$ cat src/rtl/cnn_sched_pkg.sv
// Shared types for the CNN layer tile scheduler: FSM states, padding bit map and the
// per-layer settings the scheduler holds constant while a layer runs.
package cnn_sched_pkg;

    localparam int unsigned PAD_LEFT   = 0;
    localparam int unsigned PAD_RIGHT  = 1;
    localparam int unsigned PAD_TOP    = 2;
    localparam int unsigned PAD_BOTTOM = 3;

    typedef enum logic [2:0] {
        ST_IDLE,
        ST_CONF,
        ST_REQ,
        ST_RUN,
        ST_FINAL,
        ST_DONE
    } sched_state_e;

    typedef struct packed {
        logic [1:0]  pad_lr;       // {right,left}
        logic [1:0]  pad_tb;       // {bottom,top}
        logic [15:0] conf_offset;  // pitch - fm_w - 1
    } layer_desc_t;

endpackage

$ cat src/rtl/cnn_tile_addr_gen.sv
// Tile/channel position counters and row/channel address accumulators for cnn_tile_sched.
// Derives first/last tile flags and the clipped tile depth from the current row position.
module cnn_tile_addr_gen
    import cnn_sched_pkg::*;
#(
    parameter  int unsigned BUF_DEPTH = 16,
    parameter  int unsigned ROW_W     = 12,
    parameter  int unsigned CH_W      = 10,
    localparam int unsigned DEPTH_W   = $clog2(BUF_DEPTH)
) (
    input  logic               clk,
    input  logic               rst,
    input  logic               start,
    input  logic               next_tile,
    input  logic               next_ch,
    input  logic [31:0]        cfg_base,
    input  logic [15:0]        cfg_pitch,
    input  logic [31:0]        cfg_ch_stride,
    input  logic [ROW_W-1:0]   cfg_fm_h,
    input  logic [ROW_W-1:0]   cfg_tile_step,
    input  logic [CH_W-1:0]    cfg_num_ch,
    output logic [ROW_W-1:0]   tile_idx,
    output logic [CH_W-1:0]    ch_idx,
    output logic [31:0]        conf_addr,
    output logic [DEPTH_W-1:0] buf_depth,
    output logic               first_tile,
    output logic               last_tile,
    output logic               more_ch
);

    logic [ROW_W-1:0] fm_h_q, fm_h_d;
    logic [ROW_W-1:0] step_q, step_d;
    logic [31:0]      step_bytes_q, step_bytes_d;
    logic [31:0]      ch_stride_q, ch_stride_d;
    logic [CH_W-1:0]  num_ch_q, num_ch_d;
    logic [ROW_W-1:0] row_start_q, row_start_d;
    logic [ROW_W-1:0] tile_q, tile_d;
    logic [CH_W-1:0]  ch_q, ch_d;
    logic [31:0]      ch_base_q, ch_base_d;
    logic [31:0]      row_addr_q, row_addr_d;

    logic [ROW_W:0]   rows_left;
    logic [ROW_W:0]   depth_rows;

    // The only multiply happens once per layer; per-tile updates are pure adds.
    always_comb begin
        fm_h_d       = fm_h_q;
        step_d       = step_q;
        step_bytes_d = step_bytes_q;
        ch_stride_d  = ch_stride_q;
        num_ch_d     = num_ch_q;
        row_start_d  = row_start_q;
        tile_d       = tile_q;
        ch_d         = ch_q;
        ch_base_d    = ch_base_q;
        row_addr_d   = row_addr_q;
        if (start) begin
            fm_h_d       = cfg_fm_h;
            step_d       = cfg_tile_step;
            step_bytes_d = 32'(cfg_tile_step) * 32'(cfg_pitch);
            ch_stride_d  = cfg_ch_stride;
            num_ch_d     = cfg_num_ch;
            row_start_d  = '0;
            tile_d       = '0;
            ch_d         = '0;
            ch_base_d    = cfg_base;
            row_addr_d   = cfg_base;
        end else if (next_tile) begin
            row_start_d  = row_start_q + step_q;
            tile_d       = tile_q + ROW_W'(1);
            row_addr_d   = row_addr_q + step_bytes_q;
        end else if (next_ch) begin
            ch_d         = ch_q + CH_W'(1);
            ch_base_d    = ch_base_q + ch_stride_q;
            row_addr_d   = ch_base_q + ch_stride_q;
            row_start_d  = '0;
            tile_d       = '0;
        end
    end

    always_ff @(posedge clk) begin
        if (!rst) begin
            fm_h_q       <= '0;
            step_q       <= '0;
            step_bytes_q <= '0;
            ch_stride_q  <= '0;
            num_ch_q     <= '0;
            row_start_q  <= '0;
            tile_q       <= '0;
            ch_q         <= '0;
            ch_base_q    <= '0;
            row_addr_q   <= '0;
        end else begin
            fm_h_q       <= fm_h_d;
            step_q       <= step_d;
            step_bytes_q <= step_bytes_d;
            ch_stride_q  <= ch_stride_d;
            num_ch_q     <= num_ch_d;
            row_start_q  <= row_start_d;
            tile_q       <= tile_d;
            ch_q         <= ch_d;
            ch_base_q    <= ch_base_d;
            row_addr_q   <= row_addr_d;
        end
    end

    // One extra bit so the last tile never wraps; zero rows (idle after reset) reports depth 0.
    always_comb begin
        rows_left  = {1'b0, fm_h_q} - {1'b0, row_start_q};
        last_tile  = (rows_left <= (ROW_W+1)'(BUF_DEPTH));
        depth_rows = last_tile ? rows_left : (ROW_W+1)'(BUF_DEPTH);
        buf_depth  = (depth_rows == '0) ? '0 : DEPTH_W'(depth_rows - (ROW_W+1)'(1));
        first_tile = (row_start_q == '0);
        more_ch    = (ch_q < num_ch_q);
    end

    assign tile_idx  = tile_q;
    assign ch_idx    = ch_q;
    assign conf_addr = row_addr_q;

endmodule

$ cat src/rtl/cnn_tile_sched.sv
// Layer-level scheduler driving CNNBuffer over row tiles x input channels.
// Optional CNN_SCHED_PERF_EN adds perf_run_cycles / perf_tiles counters.
module cnn_tile_sched
    import cnn_sched_pkg::*;
#(
    parameter  int unsigned BUF_DEPTH = 16,
    parameter  int unsigned BUF_WIDTH = 64,
    parameter  int unsigned ROW_W     = 12,
    parameter  int unsigned CH_W      = 10,
    localparam int unsigned DEPTH_W   = $clog2(BUF_DEPTH),
    localparam int unsigned WIDTH_W   = $clog2(BUF_WIDTH)
) (
    input  logic               clk,
    input  logic               rst,
    input  logic               cfg_valid,
    output logic               cfg_ready,
    input  logic [31:0]        cfg_base,
    input  logic [ROW_W-1:0]   cfg_fm_h,
    input  logic [WIDTH_W-1:0] cfg_fm_w,
    input  logic [15:0]        cfg_pitch,
    input  logic [31:0]        cfg_ch_stride,
    input  logic [CH_W-1:0]    cfg_num_ch,
    input  logic [ROW_W-1:0]   cfg_tile_step,
    input  logic [1:0]         cfg_pad_lr,
    input  logic [1:0]         cfg_pad_tb,
    input  logic               abort,
    output logic [DEPTH_W-1:0] buf_depth_o,
    output logic [WIDTH_W-1:0] buf_width_o,
    output logic [3:0]         padding_valid_o,
    output logic               buf_refresh_o,
    output logic               conf_addr_valid,
    output logic [31:0]        conf_addr,
    output logic               conf_offset_valid,
    output logic [15:0]        conf_offset,
    output logic               req_o,
    output logic               req_final_o,
    input  logic               window_finish,
    output logic [ROW_W-1:0]   tile_idx,
    output logic [CH_W-1:0]    ch_idx,
    output logic               busy,
    output logic               done
`ifdef CNN_SCHED_PERF_EN
    ,
    output logic [31:0]        perf_run_cycles,
    output logic [15:0]        perf_tiles
`endif
);

    sched_state_e       state_q, state_d;
    logic               abort_q, abort_d;
    layer_desc_t        desc_q, desc_d;
    logic [WIDTH_W-1:0] fm_w_q, fm_w_d;

    logic start, next_tile, next_ch;
    logic first_tile, last_tile, more_ch;

    cnn_tile_addr_gen #(
        .BUF_DEPTH (BUF_DEPTH),
        .ROW_W     (ROW_W),
        .CH_W      (CH_W)
    ) u_addr_gen (
        .clk           (clk),
        .rst           (rst),
        .start         (start),
        .next_tile     (next_tile),
        .next_ch       (next_ch),
        .cfg_base      (cfg_base),
        .cfg_pitch     (cfg_pitch),
        .cfg_ch_stride (cfg_ch_stride),
        .cfg_fm_h      (cfg_fm_h),
        .cfg_tile_step (cfg_tile_step),
        .cfg_num_ch    (cfg_num_ch),
        .tile_idx      (tile_idx),
        .ch_idx        (ch_idx),
        .conf_addr     (conf_addr),
        .buf_depth     (buf_depth_o),
        .first_tile    (first_tile),
        .last_tile     (last_tile),
        .more_ch       (more_ch)
    );

    always_comb begin
        state_d   = state_q;
        abort_d   = abort_q;
        desc_d    = desc_q;
        fm_w_d    = fm_w_q;
        start     = 1'b0;
        next_tile = 1'b0;
        next_ch   = 1'b0;
        case (state_q)
            ST_IDLE: begin
                if (cfg_valid) begin
                    start              = 1'b1;
                    abort_d            = 1'b0;
                    desc_d.pad_lr      = cfg_pad_lr;
                    desc_d.pad_tb      = cfg_pad_tb;
                    desc_d.conf_offset = cfg_pitch - 16'(cfg_fm_w) - 16'd1;
                    fm_w_d             = cfg_fm_w;
                    state_d            = ST_CONF;
                end
            end
            ST_CONF:  state_d = abort ? ST_IDLE : ST_REQ;
            ST_REQ:   state_d = abort ? ST_IDLE : ST_RUN;
            ST_RUN: begin
                // Abort outranks window_finish; the tile is still closed with one FINAL.
                if (abort) begin
                    abort_d = 1'b1;
                    state_d = ST_FINAL;
                end else if (window_finish) begin
                    state_d = ST_FINAL;
                end
            end
            ST_FINAL: begin
                if (abort_q || abort) begin
                    state_d = ST_DONE;
                end else if (!last_tile) begin
                    next_tile = 1'b1;
                    state_d   = ST_CONF;
                end else if (more_ch) begin
                    next_ch = 1'b1;
                    state_d = ST_CONF;
                end else begin
                    state_d = ST_DONE;
                end
            end
            ST_DONE:  state_d = ST_IDLE;
            default:  state_d = ST_IDLE;
        endcase
    end

    always_ff @(posedge clk) begin
        if (!rst) begin
            state_q <= ST_IDLE;
            abort_q <= 1'b0;
            desc_q  <= '0;
            fm_w_q  <= '0;
        end else begin
            state_q <= state_d;
            abort_q <= abort_d;
            desc_q  <= desc_d;
            fm_w_q  <= fm_w_d;
        end
    end

    always_comb begin
        cfg_ready                   = (state_q == ST_IDLE);
        busy                        = (state_q != ST_IDLE);
        conf_addr_valid             = (state_q == ST_CONF);
        buf_refresh_o               = (state_q == ST_CONF);
        conf_offset_valid           = (state_q == ST_CONF) || (state_q == ST_REQ) ||
                                      (state_q == ST_RUN);
        req_o                       = (state_q == ST_REQ);
        req_final_o                 = (state_q == ST_FINAL);
        done                        = (state_q == ST_DONE);
        conf_offset                 = desc_q.conf_offset;
        buf_width_o                 = fm_w_q;
        padding_valid_o             = '0;
        padding_valid_o[PAD_LEFT]   = desc_q.pad_lr[0];
        padding_valid_o[PAD_RIGHT]  = desc_q.pad_lr[1];
        padding_valid_o[PAD_TOP]    = first_tile & desc_q.pad_tb[0];
        padding_valid_o[PAD_BOTTOM] = last_tile & desc_q.pad_tb[1];
    end

`ifdef CNN_SCHED_PERF_EN
    logic [31:0] perf_run_q, perf_run_d;
    logic [15:0] perf_tiles_q, perf_tiles_d;

    always_comb begin
        perf_run_d   = perf_run_q;
        perf_tiles_d = perf_tiles_q;
        if (start) begin
            perf_run_d   = '0;
            perf_tiles_d = '0;
        end else begin
            if (state_q == ST_RUN && perf_run_q != '1) begin
                perf_run_d = perf_run_q + 32'd1;
            end
            if (state_q == ST_FINAL && perf_tiles_q != '1) begin
                perf_tiles_d = perf_tiles_q + 16'd1;
            end
        end
    end

    always_ff @(posedge clk) begin
        if (!rst) begin
            perf_run_q   <= '0;
            perf_tiles_q <= '0;
        end else begin
            perf_run_q   <= perf_run_d;
            perf_tiles_q <= perf_tiles_d;
        end
    end

    assign perf_run_cycles = perf_run_q;
    assign perf_tiles      = perf_tiles_q;
`endif

endmodule

$ cat config.mk
export PLATFORM = sky130hd
export DESIGN_NAME = cnn_tile_sched
export DESIGN_NICKNAME = d
export VERILOG_FILES = /design/src/rtl/cnn_sched_pkg.sv /design/src/rtl/cnn_tile_addr_gen.sv /design/src/rtl/cnn_tile_sched.sv
export SDC_FILE = /design/constraint.sdc
export NUM_CORES = 1
export LEC_CHECK = 0
export BUFFER_PORTS_ARGS = -buffer_cell sky130_fd_sc_hd__buf_2
export CAP_MARGIN = 20
export CORE_ASPECT_RATIO = 2
export CORE_MARGIN = 2
export CORE_UTILIZATION = 25
export CTS_CLUSTER_DIAMETER = 30
export CTS_CLUSTER_SIZE = 28
export DETAILED_ROUTE_END_ITERATION = 8
export GPL_TIMING_DRIVEN = 0
export HOLD_SLACK_MARGIN = 0.12
export SETUP_SLACK_MARGIN = 0.2
export SLEW_MARGIN = 20
export SYNTH_ARGS = -nofsm -noshare
export SYNTH_HDL_FRONTEND = slang
export SYNTH_SLANG_ARGS = --single-unit
$ cat constraint.sdc
create_clock -name clk -period 9.8 [get_ports clk]
set_input_delay 0.98 -clock clk [delete_from_list [all_inputs] [get_ports clk]]
set_output_delay 0.98 -clock clk [all_outputs]
set_load 0.1 [all_outputs]
Yosys cells after proc, flatten, opt, wreduce, memory -nomap -nowiden
Index checks and enable logic that the tools add are counted.
{"block": "classes", "n_shift": 0, "n_bitwise": 4, "multipliers": 1, "n_reduce_logical": 17, "n_mux": 31, "n_div": 0, "n_eq_ne": 9, "add_sub_neg": 9, "n_lt_le_gt_ge": 2}
{"operator": "2-to-1 mux 32 bit", "n": 5}
{"operator": "2-to-1 mux 12 bit", "n": 3}
{"operator": "adder 32 x 28 -> 32 bit", "n": 1}
{"operator": "adder 32 bit", "n": 1}
{"operator": "multiplier 12 x 16 -> 28 bit", "n": 1}
{"operator": "2-to-1 mux 3 bit", "n": 6}
{"operator": "subtractor 16 x 1 -> 16 bit (second input constant)", "n": 1}
{"operator": "subtractor 16 x 6 -> 16 bit", "n": 1}
{"operator": "case mux 3 bit (5 select lines)", "n": 1}
{"operator": "<= comparator 13 x 5 -> 1 bit (second input constant)", "n": 1}
{"operator": "logical NOT 13 bit", "n": 1}
{"operator": "2-to-1 mux 13 bit", "n": 1}
{"operator": "subtractor 12 x 12 -> 13 bit", "n": 1}
{"operator": "adder 12 x 1 -> 12 bit (second input constant)", "n": 1}
{"operator": "adder 12 bit", "n": 1}
{"operator": "logical NOT 12 bit", "n": 1}
{"operator": "2-to-1 mux 1 bit", "n": 11}
{"operator": "adder 10 x 1 -> 10 bit (second input constant)", "n": 1}
{"operator": "less-than comparator 10 bit", "n": 1}
{"operator": "AND reduction 2 bit", "n": 4}
{"operator": "== test 3 x 2 -> 1 bit (second input constant)", "n": 2}
{"operator": "== test 3 bit (second input constant)", "n": 2}
{"operator": "!= test 2 bit (second input constant)", "n": 3}
{"operator": "nonzero test 2 bit", "n": 3}
{"operator": "13 further kinds", "n": 19}
{"block": "word_totals", "output_inout_bits": 92, "ff_bits": 222, "latchBits": 0, "mem_count": 0, "romBits": 0, "input_bits": 129, "elab_cells": 89, "ram_bits": 0}

Logic depth before layout (Yosys ltp)
{"block": "depth", "word_depth": 8, "depth_mapped": 23, "ltp_nobuf": 21}

Cells and area by module
From an unflattened synthesis, not the netlist that was laid out.
{"block": "hier_totals", "hier_cells": 2418, "area_unflattened_um2": 19917.9}
{"mod": "cnn_tile_addr_gen", "seq_area_each_um2": 3843.7, "n_inst": 1, "cells_each": 2196, "area_per_inst_um2": 18181.2}
{"mod": "cnn_tile_sched", "seq_area_each_um2": 600.6, "n_inst": 1, "cells_each": 222, "area_per_inst_um2": 1736.7}

Worst setup path after synthesis
OpenSTA, ideal clock, no wires.
{"block": "synth_timing", "kind": "input port to flip-flop", "from": "input port cfg_pitch[7]", "to": "register u_addr_gen.step_bytes_q[19]", "path_slack_ns": 3.618, "t_arrival_ns": 6.060, "setup_time_ns": 0.122, "t_required_ns": 9.678, "cell_stages": 21, "n_path_buf": 2, "cell_sequence": "clkbuf_1 clkbuf_1 nand2_1 fa_1 fa_1 fa_1 inv_1 fa_1 inv_1 fa_1 inv_1 ha_1 nor3_1 o2111ai_1 a31o_2 a21o_1 a31o_2 a21o_1 a21oi_1 xor2_1 o21ai_0"}
{"block": "synth_via", "elab_chain_len": 1}
{"item": "from (decl)", "line": "cnn_tile_sched.sv:20", "text": "input logic [15:0] cfg_pitch,"}
{"item": "multiplier 12 x 16 -> 28 bit", "line": "cnn_tile_addr_gen.sv:60", "text": "step_bytes_d = 32'(cfg_tile_step) * 32'(cfg_pitch);"}
{"item": "to (signal assigned)", "line": "cnn_tile_addr_gen.sv:96", "text": "step_bytes_q <= step_bytes_d;"}
{"item": "to (decl)", "line": "cnn_tile_addr_gen.sv:33", "text": "logic [31:0] step_bytes_q, step_bytes_d;"}
Every way passes these cells.
A chain may end at the register's enable or synchronous reset.

Final worst setup path
{"block": "layout_timing", "from": "input port cfg_tile_step[3]", "to": "register u_addr_gen.step_bytes_q[19]"}
{"block": "layout_via", "elab_chain_len": 1}
{"item": "from (decl)", "line": "cnn_tile_sched.sv:23", "text": "input logic [ROW_W-1:0] cfg_tile_step,"}
{"item": "multiplier 12 x 16 -> 28 bit", "line": "cnn_tile_addr_gen.sv:60"}
Every way passes these cells.

==> results.md <==
- Post-CTS Setup Bufs: 0
- Pwr Density: 224 nW/um^2
- Worst slew pin tran: 1110 ps
- Vias: 18955
- Final setup fails: 0
- Ports: 221
- #FFs+latches synth: 222
- Outcome: finished clean
- Synth Cell Area: 20000 um^2
- Antenna-violating nets left: 0
- Initial Utilization: 25.2%
- DR top layer: met5
- RSZ-0062 raised after global routing: no
- YS warnings: 0
- Largest stage delay, worst path: 600 ps
- Mapped Avg Cell Area: 7.93 um^2
- Ys flop type: dfxtp_1
- WHS Endpoint: conf_offset[0]
- Die Y: 404 um
- R2r endpoint: u_addr_gen.conf_addr[4]
- Vias/cell: 4.95
- Peak supply drop: 0.126 mV
- Critical path class: in -> reg
- Dpl hpwl: 66800 um
- Cell Chain, Critical Path: clkbuf_1 > clkbuf_1 > nand2_1 > fa_1 > fa_1 > fa_1 > inv_1 > fa_1 > inv_1 > fa_1 > inv_1 > ha_1 > nor3_1 > o2111ai_1 > a31o_2 > a21o_1 > a31o_2 > a21o_1 > a21oi_1 > xor2_1 > o21ai_0
- Post-synth EDFFs: 0
- CP max stage cell: fa_1
- Final Worst Setup Slack: 3290 ps
- HP Class: reg -> reg
- DRT Pass-1 Iters: 5
- Dpl cell area: 22400 um^2
- Commonest non-fill, non-tap cell in the layout: nand2_1
- Startpoint type of the worst setup path: input port
- WHS Path Cells: 2
- Port bufs: 211
- Antenna violations before repair: 15
- Final Hold Fails: 0
- Syn_nets: 2961
- Cell mode on critical path: fa_1
- CTS tree: done
- Sequential cell area fraction in the yosys report: 22.2%
- Leak: 10.6 nW
- Total GRT Usage: 19.1%
- Slew Viols, Final: 0
- Setup_tns: 0 ps
- CP delay by family, top: adder cells
- GP Congestion: 0.942
- Max-cap violation count: 0
- Min Hold Slack: 455 ps
- TritonCTS Sinks: 222
- Worst r2r path cells: 12
- CTS clock-pin slew for the worst setup and hold paths: 70 ps
- Gate Count Post-Synth: 2521
- First-pass GRT wire length: 117000 um
- Met3 WL post-DR: 5100 um
- Final setup skew: 30.0 ps
- 1st-iter DRT viols: 968
- Die width: 204 um
- Met1 WL: 27400 um
- DR WL/cell: 20.8 um
- Slew headroom: 26.1%
- Yosys cell types: 81
- Nets@finish: 3206
- Critical path required time: 10290 ps
- Worst path bufs/invs: 5
- Largest net degree at the start of global routing: 16
- Fmax achieved: 154 MHz
- DRC Markers: 0
- CTS HTree Levels: 1
- Dpl ws: 2680 ps
- Clk_lat worst skew: 620 ps
- Bufs on Longest Clock Path: 3
- Commonest cells after routing, fill and taps aside: nand2_1, inv_1, dfxtp_1, buf_2, a21oi_1
- Hold-fix buffers, CTS: 0
- Tmin final: 6510 ps
- WL final: 79700 um
- Metal2 WL: 41000 um
- Die area: 82400 um^2
- Core ar.: 79300 um^2
- Inserted Clock Buffers: 30
- Row Count: 146
- Vias in the first global route: 19625
- R2R Setup Slk: 4910 ps
- Post-Layout Inst Area: 23400 um^2
- Worst Path Arrival: 7000 ps
- Final Cycle Share: 66.4%
- Critical Path Sink Type: register
- Hold_sp: conf_offset[0]
- Share of layout cells above drive strength 1: 12.2%
- Crit path max fanout: 10
- Post-synth ARST share: 0%
- Worst r2r src: u_addr_gen.row_start_q[8]
- Clock root buffer: clkbuf_16
- Grt total ovfl: 0
- # resized after CTS: 0
- Area grow syn2layout: 17.3%
==> cell type report <==
cell class	instances	area [um^2]
Antenna cell	5	12.5
Buffer	150	679
Clock buffer	33	803
Clock inverter	22	270
Fill cell	8745	55800
Inverter	247	927
Multi-Input combinational cell	1902	13900
Sequential cell	222	4440
Tap cell	1036	1300
Timing Repair Buffer	213	1070
==> worst reg2reg max path: stages (launching register included) <==
cell      delay (ps)
dfxtp_1          400
inv_1             80
ha_1             400
a21oi_1          520
a21o_1           240
mux2i_1          190
o41ai_1          100
or4bb_1          740
nor3_4           700
a21oi_2          360
clkbuf_1         510
o221ai_1         420
a21oi_1          110
==> metrics by stage <==
step | utilization (%) | cells | power (mW)
after floorplan | - | 2521 | 3.34
after global placement | 28.2 | 3768 | 4.01
after detailed placement | 28.2 | 3770 | 4.05
after CTS | 29.6 | 3825 | 5.26
after global routing | 29.6 | 3828 | 5.66
final | 29.6 | 3830 | 5.25
==> state kept, by name, indices dropped and copies added (netlist names), 12 cells and up <==
name                     count
u_addr_gen.ch_base_q        32
u_addr_gen.ch_stride_q      32
u_addr_gen.conf_addr        32
u_addr_gen.step_bytes_q     28
conf_offset                 16
u_addr_gen.fm_h_q           12
u_addr_gen.row_start_q      12
u_addr_gen.step_q           12
u_addr_gen.tile_idx         12
==> per-layer routing <==
| layer | vias up | GRT usage (%) |
|---|---|---|
| met2 | 640 | 36.0 |
| met1 | 9032 | 18.6 |
| met5 | - | 0 |
| met3 | 244 | 3.61 |
| met4 | 18 | 12.7 |
| li1 | 9021 | - |
==> worst max path at each step <==
stage | start | to | slack (ps) | depth (start not counted)
2_1_floorplan | cfg_pitch[7] | u_addr_gen.step_bytes_q[19] | 3620 | 21
3_3_place_gp | cfg_tile_step[5] | u_addr_gen.step_bytes_q[27] | 2700 | 21
3_5_place_dp | cfg_tile_step[5] | u_addr_gen.step_bytes_q[27] | 2680 | 21
4_1_cts | cfg_tile_step[5] | u_addr_gen.step_bytes_q[27] | 3310 | 21
5_1_grt | cfg_tile_step[3] | u_addr_gen.step_bytes_q[19] | 2980 | 21
6_report | cfg_tile_step[3] | u_addr_gen.step_bytes_q[19] | 3290 | 21
==> cells by family (layout without fill, tap and decap cells) <==
kind of cell             Yosys count  after routing  share of synthesized area [%]
multiplexers                      24             24                           1.26
XOR/XNOR                         103            103                           4.55
AO/OA/AOI/OAI                    587            587                           18.9
buffers and inverters            397            665                           8.04
other                              0              5                              0
AND/OR/NAND/NOR                  877            877                           20.1
adder cells (fa/ha/maj)          311            311                           24.9
flip-flops                       222            222                           22.2
==> cells in the mapped netlist (49+ instances only) <==
master	count	area [um^2]
nand2_1	438	1640
nor2_1	135	507
and2_1	76	475
nor3_1	57	285
o21ai_0	90	450
a21oi_1	214	1070
dfxtp_1	222	4440
clkbuf_1	113	424
fa_1	145	2900
inv_1	246	923
ha_1	166	2080
a21o_1	49	368
xnor2_1	61	534
==> report_power, final <==
part           switching (mW)  leakage (nW)  internal [mW]
Combinational            1.86          8.28           1.12
Sequential             0.0731          1.82           1.00
Clock                   0.507         0.524          0.689
(Power assumes the default switching activity.)
